File: config.mk
export PLATFORM = sky130hd
export DESIGN_NAME = rotate_right_unit
export DESIGN_NICKNAME = d
export VERILOG_FILES = /design/src/rtl/rotate_right_unit_pkg.sv /design/src/rtl/rotate_right_unit_shift_right_stage.sv /design/src/rtl/rotate_right_unit.sv
export SDC_FILE = /design/constraint.sdc
export NUM_CORES = 1
export LEC_CHECK = 0
export BUFFER_PORTS_ARGS = -buffer_cell sky130_fd_sc_hd__buf_2
export CAP_MARGIN = 5
export CORE_AREA = 3 3 81 83
export DETAILED_ROUTE_END_ITERATION = 10
export DIE_AREA = 0 0 84 86
export PLACE_DENSITY = 0.74
export SETUP_SLACK_MARGIN = 0.5
export SYNTH_ARGS = -nofsm -noshare
export SYNTH_HDL_FRONTEND = slang
export SYNTH_HIERARCHICAL = 1
export SYNTH_SLANG_ARGS = --single-unit
File: constraint.sdc
create_clock -name clk -period 7.2 [get_ports clk]
set_clock_uncertainty 0.2 [all_clocks]
set_input_delay 0.72 -clock clk [delete_from_list [all_inputs] [get_ports clk]]
set_output_delay 0.72 -clock clk [all_outputs]
set_load 0.05 [all_outputs]
File: src/rtl/rotate_right_unit_pkg.sv
// Shared constants and types for the multi-cycle right shift/rotate unit.
package rotate_right_unit_pkg;

    localparam int WIDTH      = 16;                  // data width in bits
    localparam int LOG2_WIDTH = 4;                   // number of binary stages / amount bits used
    localparam int AMT_W      = 16;                  // width of the amount port
    localparam int STG_W      = $clog2(LOG2_WIDTH);  // stage index width

    // Operation modes; 2'b11 is reserved and executes as a rotate.
    localparam logic [1:0] MODE_ROR = 2'b00;
    localparam logic [1:0] MODE_LSR = 2'b01;
    localparam logic [1:0] MODE_ASR = 2'b10;

    // Index of the final stage, which writes the result instead of the work register.
    localparam logic [STG_W-1:0] STG_LAST = STG_W'(LOG2_WIDTH - 1);

    typedef enum logic {
        ST_IDLE = 1'b0,
        ST_RUN  = 1'b1
    } state_t;

endpackage

File: src/rtl/rotate_right_unit_shift_right_stage.sv
// One binary stage of the right shifter: moves data right by 2^idx_i when enabled.
// The vacated top bits are filled according to the mode (rotate, zero or sign).
module shift_right_stage
    import rotate_right_unit_pkg::*;
(
    input  logic [WIDTH-1:0] data_i,
    input  logic             enable_i,
    input  logic [STG_W-1:0] idx_i,
    input  logic [1:0]       mode_i,
    input  logic             sign_i,
    output logic [WIDTH-1:0] data_o
);

    logic [WIDTH-1:0]      fill;
    logic [LOG2_WIDTH-1:0] sh;

    // Build a double-width word {fill, data}; shifting it right and keeping the low
    // half gives the rotated or filled result for any stage distance.
    // NOTE: every signal assigned in always_comb gets a default first so no latch is inferred.
    always_comb begin
        case (mode_i)
            MODE_LSR: fill = '0;
            MODE_ASR: fill = {WIDTH{sign_i}};
            default:  fill = data_i;   // rotate, including the reserved encoding
        endcase
        sh         = '0;
        sh[idx_i]  = 1'b1;
        data_o     = data_i;
        if (enable_i) begin
            data_o = WIDTH'({fill, data_i} >> sh);
        end
    end

endmodule

File: src/rtl/rotate_right_unit.sv
// Multi-cycle right rotate / logical shift / arithmetic shift unit.
// The amount is resolved one binary stage per clock (1, 2, 4, 8 bits), giving a fixed
// four-cycle latency from an accepted start to the done pulse.
module rotate_right_unit
    import rotate_right_unit_pkg::*;
(
    input  logic             clk,
    input  logic             rst,
    input  logic             start,
    input  logic [WIDTH-1:0] din,
    input  logic [AMT_W-1:0] amount,
    input  logic [1:0]       mode,
    output logic [WIDTH-1:0] dout,
    output logic             busy,
    output logic             done,
    output logic             zero
);

    state_t                state_q, state_d;
    logic [STG_W-1:0]      stg_q, stg_d;
    logic [WIDTH-1:0]      work_q, work_d;
    logic [LOG2_WIDTH-1:0] amt_q, amt_d;
    logic [1:0]            mode_q, mode_d;
    logic                  sign_q, sign_d;
    logic [WIDTH-1:0]      dout_q, dout_d;
    logic                  zero_q, zero_d;
    logic                  done_q, done_d;

    logic [WIDTH-1:0]      stage_data;
    logic                  stage_en;
    logic [STG_W-1:0]      stage_idx;
    logic [1:0]            stage_mode;
    logic                  stage_sign;
    logic [WIDTH-1:0]      stage_out;

    // Only the low amount bits matter (count modulo WIDTH); the rest are ignored on purpose.
    logic unused_amt_hi;
    assign unused_amt_hi = ^amount[AMT_W-1:LOG2_WIDTH];

    // Feed the single shared stage: fresh operands in IDLE, the work register while running.
    always_comb begin
        stage_data = work_q;
        stage_en   = amt_q[stg_q];
        stage_idx  = stg_q;
        stage_mode = mode_q;
        stage_sign = sign_q;
        if (state_q == ST_IDLE) begin
            stage_data = din;
            stage_en   = amount[0];
            stage_idx  = '0;
            stage_mode = mode;
            stage_sign = din[WIDTH-1];
        end
    end

    shift_right_stage u_stage (
        .data_i   (stage_data),
        .enable_i (stage_en),
        .idx_i    (stage_idx),
        .mode_i   (stage_mode),
        .sign_i   (stage_sign),
        .data_o   (stage_out)
    );

    // Next-state and datapath updates: capture on start, step stages, publish on the last one.
    always_comb begin
        state_d = state_q;
        stg_d   = stg_q;
        work_d  = work_q;
        amt_d   = amt_q;
        mode_d  = mode_q;
        sign_d  = sign_q;
        dout_d  = dout_q;
        zero_d  = zero_q;
        done_d  = 1'b0;
        case (state_q)
            ST_IDLE: begin
                if (start) begin
                    work_d  = stage_out;
                    amt_d   = amount[LOG2_WIDTH-1:0];
                    mode_d  = mode;
                    sign_d  = din[WIDTH-1];
                    stg_d   = STG_W'(1);
                    state_d = ST_RUN;
                end
            end
            ST_RUN: begin
                if (stg_q == STG_LAST) begin
                    dout_d  = stage_out;
                    zero_d  = (stage_out == '0);
                    done_d  = 1'b1;
                    stg_d   = '0;
                    state_d = ST_IDLE;
                end else begin
                    work_d = stage_out;
                    stg_d  = stg_q + STG_W'(1);
                end
            end
            default: state_d = ST_IDLE;
        endcase
    end

    // State and datapath registers with synchronous reset; an in-flight op is simply dropped.
    // NOTE: sequential state uses non-blocking assignments so all registers update together.
    always_ff @(posedge clk) begin
        if (rst) begin
            state_q <= ST_IDLE;
            stg_q   <= '0;
            work_q  <= '0;
            amt_q   <= '0;
            mode_q  <= MODE_ROR;
            sign_q  <= 1'b0;
            dout_q  <= '0;
            zero_q  <= 1'b0;
            done_q  <= 1'b0;
        end else begin
            state_q <= state_d;
            stg_q   <= stg_d;
            work_q  <= work_d;
            amt_q   <= amt_d;
            mode_q  <= mode_d;
            sign_q  <= sign_d;
            dout_q  <= dout_d;
            zero_q  <= zero_d;
            done_q  <= done_d;
        end
    end

    assign dout = dout_q;
    assign zero = zero_q;
    assign done = done_q;
    assign busy = (state_q == ST_RUN);

endmodule

==> metrics <==
TNS Setup=0 ns; gr usage total=18.1%; H-tree depth=2; area leader, netlist=dfxtp_1; CP delay by family, top=simple AND/OR/NAND/NOR gates; synthesized cell area=2640 um^2; minimum clock period=3.17 ns; Routability Congestion=0.918; CTS tree=done; leakage power=1.11 nW; CP max FO=31; Placement Rows=28; status=finished clean; Ant. Diodes=0; global-route wire length before repair=10.7 mm; Req. time, crit path=7.22 ns; Synth Net Count=337; commonest non-fill, non-tap cell in the layout=nand2_1; total wire length=6.49 mm; EDFF count, synth=0; Die W=84 um; Setup Fix Bufs, Post-CTS=0; initial antenna violation count=0; # resized after CTS=0; fraction of registers with async set/reset=0%; CP Launch Type=flop; Rel. slew slack=27.0%; arrival time at the worst endpoint=3.20 ns; Clock Latency Late Sink=0.30 ns; main area contributors after synthesis=dfxtp_1 (33%), mux2_2 (13%), a21oi_1 (7.0%); fin crit share=44.0%; worst slack at placement=4.12 ns; Final Max Tran Viols=0; Mapped Cells=298; Max Clock Freq=315 MHz; Worst Hold Class=reg -> reg; largest net degree at the start of global routing=46; CTS max path bufs=2; VDD IR-drop max=104 uV; share of the synthesized area in the top cell type=33.4%; synth warn=6; I/O Buffers=43; Mean Syn Cell Area=8.85 um^2; DRC errors left=0; Hold Fails Final Rpt=0; number of nets with antenna violations after routing=0; PnR worst setup slack=4.03 ns; WP buf/inv=1; clock transition at the registers of the reported paths=0.08 ns; core area=5920 um^2; CP max-delay cell=and2_1; GRT overflow=0; DR iter-0 viols=233; crit end category=flop; Cell Chain, Critical Path=buf_4 -> and2_1 -> nand2b_1 -> a21oi_1 -> a221oi_1 -> mux2_2 -> nor4_1 -> nand4b_1 -> o21ai_0; Starting Density=44.5%; most frequent cells in the layout=nand2_1 (47), dfxtp_1 (44), buf_2 (43); TritonCTS buffer count=5; Crit Path Class=reg -> reg; number of vias per cell=5.83; Top FF cell, synth=dfxtp_1; flops & latches, synth=44; drt first pass iters=5; CP max stage delay=0.69 ns; synth unique cells=42; Non-Filler Instances=399; clk root buf=clkbuf_8; Die ar.=7220 um^2; number of global-route vias before repair=2,199; Final setup viols=0; hold_buf cts=0; Placed Instances=391; RSZ-0062 raised after global routing=no; Layout area overhead=9.21%; Wirelength per Cell=16.3 um; PD cells=197 nW/um^2; worst-margin pin slew=1.10 ns; number of max-cap violations=0; Die Y=86 um; via count=2,328; register area share after synthesis=33.4%; clock sink total=44; layout cell share with drive strength beyond 1=29.0%; fin nets=362; final core occ=48.6%; dpl hpwl=4.51 mm; # fillers=580; IO Count=56
==> kinds of logic (layout without fill, tap and decap cells) <==
group	count (synthesis)	after routing	synth area share [%]
and+or+nand+nor	95	95	16.3
AOI/OAI and AO/OA	75	75	16.2
muxes	52	52	26.1
DFF	44	44	33.4
buffers and inverters	30	56	7.07
adders and majority gates	2	2	0.949
==> tightest hold or removal path: stages, from the launching register on <==
cell     delay, ns
dfxtp_1       0.31
nand2_1       0.05
a21oi_1       0.05
==> metrics by stage <==
stage / area [um^2] / hold slack [ns] / power [mW]
final: 2880 / 0.256 / 0.568
after global routing: 2880 / 0.279 / 0.597
after CTS: 2880 / 0.257 / 0.571
after detailed placement: 2790 / 0.246 / 0.410
after global placement: 2790 / 0.243 / 0.407
after floorplan: 2640 / 0.250 / 0.381
==> final timing paths <==
check | to | slack [ns] | cells after the start | start
min reg2reg | dout[14] | 0.26 | 2 | dout[14]
min | dout[14] | 0.26 | 2 | dout[14]
max | zero | 4.03 | 9 | busy
max reg2reg | zero | 4.03 | 9 | busy
==> flip-flops by register name, summed over array words and instances, names as in the netlist <==
name / cells
busy: 1
done: 1
mode_q: 2
zero: 1
dout: 16
stg_q: 2
work_q: 16
amt_q: 4
sign_q: 1
==> cell type report <==
cell class	count	area, um^2	area share [%]
timing repair buffer	45	230	8.00
clock inverter	1	7.51	0.261
inverter	3	11.3	0.391
multi-input combinational	224	1570	54.5
tap	75	93.8	3.26
sequential	44	881	30.6
clock buffer	7	86.3	3.00
==> layer usage <==
metal | vias to the layer above | track usage, % | wire (um)
li1 | 1128 | - | -
met1 | 1086 | 23.0 | 2820
met2 | 98 | 30.7 | 3140
met3 | 16 | 4.03 | 393
met4 | 0 | 5.85 | 137
met5 | - | 0 | 0
==> where the power goes <==
group | switching (mW) | leakage, nW | internal (mW)
Combinational | 0.0800 | 0.702 | 0.0635
Sequential | 0.00623 | 0.359 | 0.256
Clock | 0.0838 | 0.0445 | 0.0780
Total | 0.170 | 1.11 | 0.398
==> cells in the mapped netlist, types with 3 or more instances <==
cell	number
nor4_1	4
nand2_1	47
a221oi_1	3
clkbuf_1	6
o21ai_0	22
mux4_2	7
nor3_1	3
a21oi_1	37
buf_2	11
dfxtp_1	44
nand3_1	16
mux2i_1	11
nor2_1	12
and2_1	3
inv_1	3
buf_6	5
mux2_2	30
Note: power is estimated with default switching activity, not from simulation.
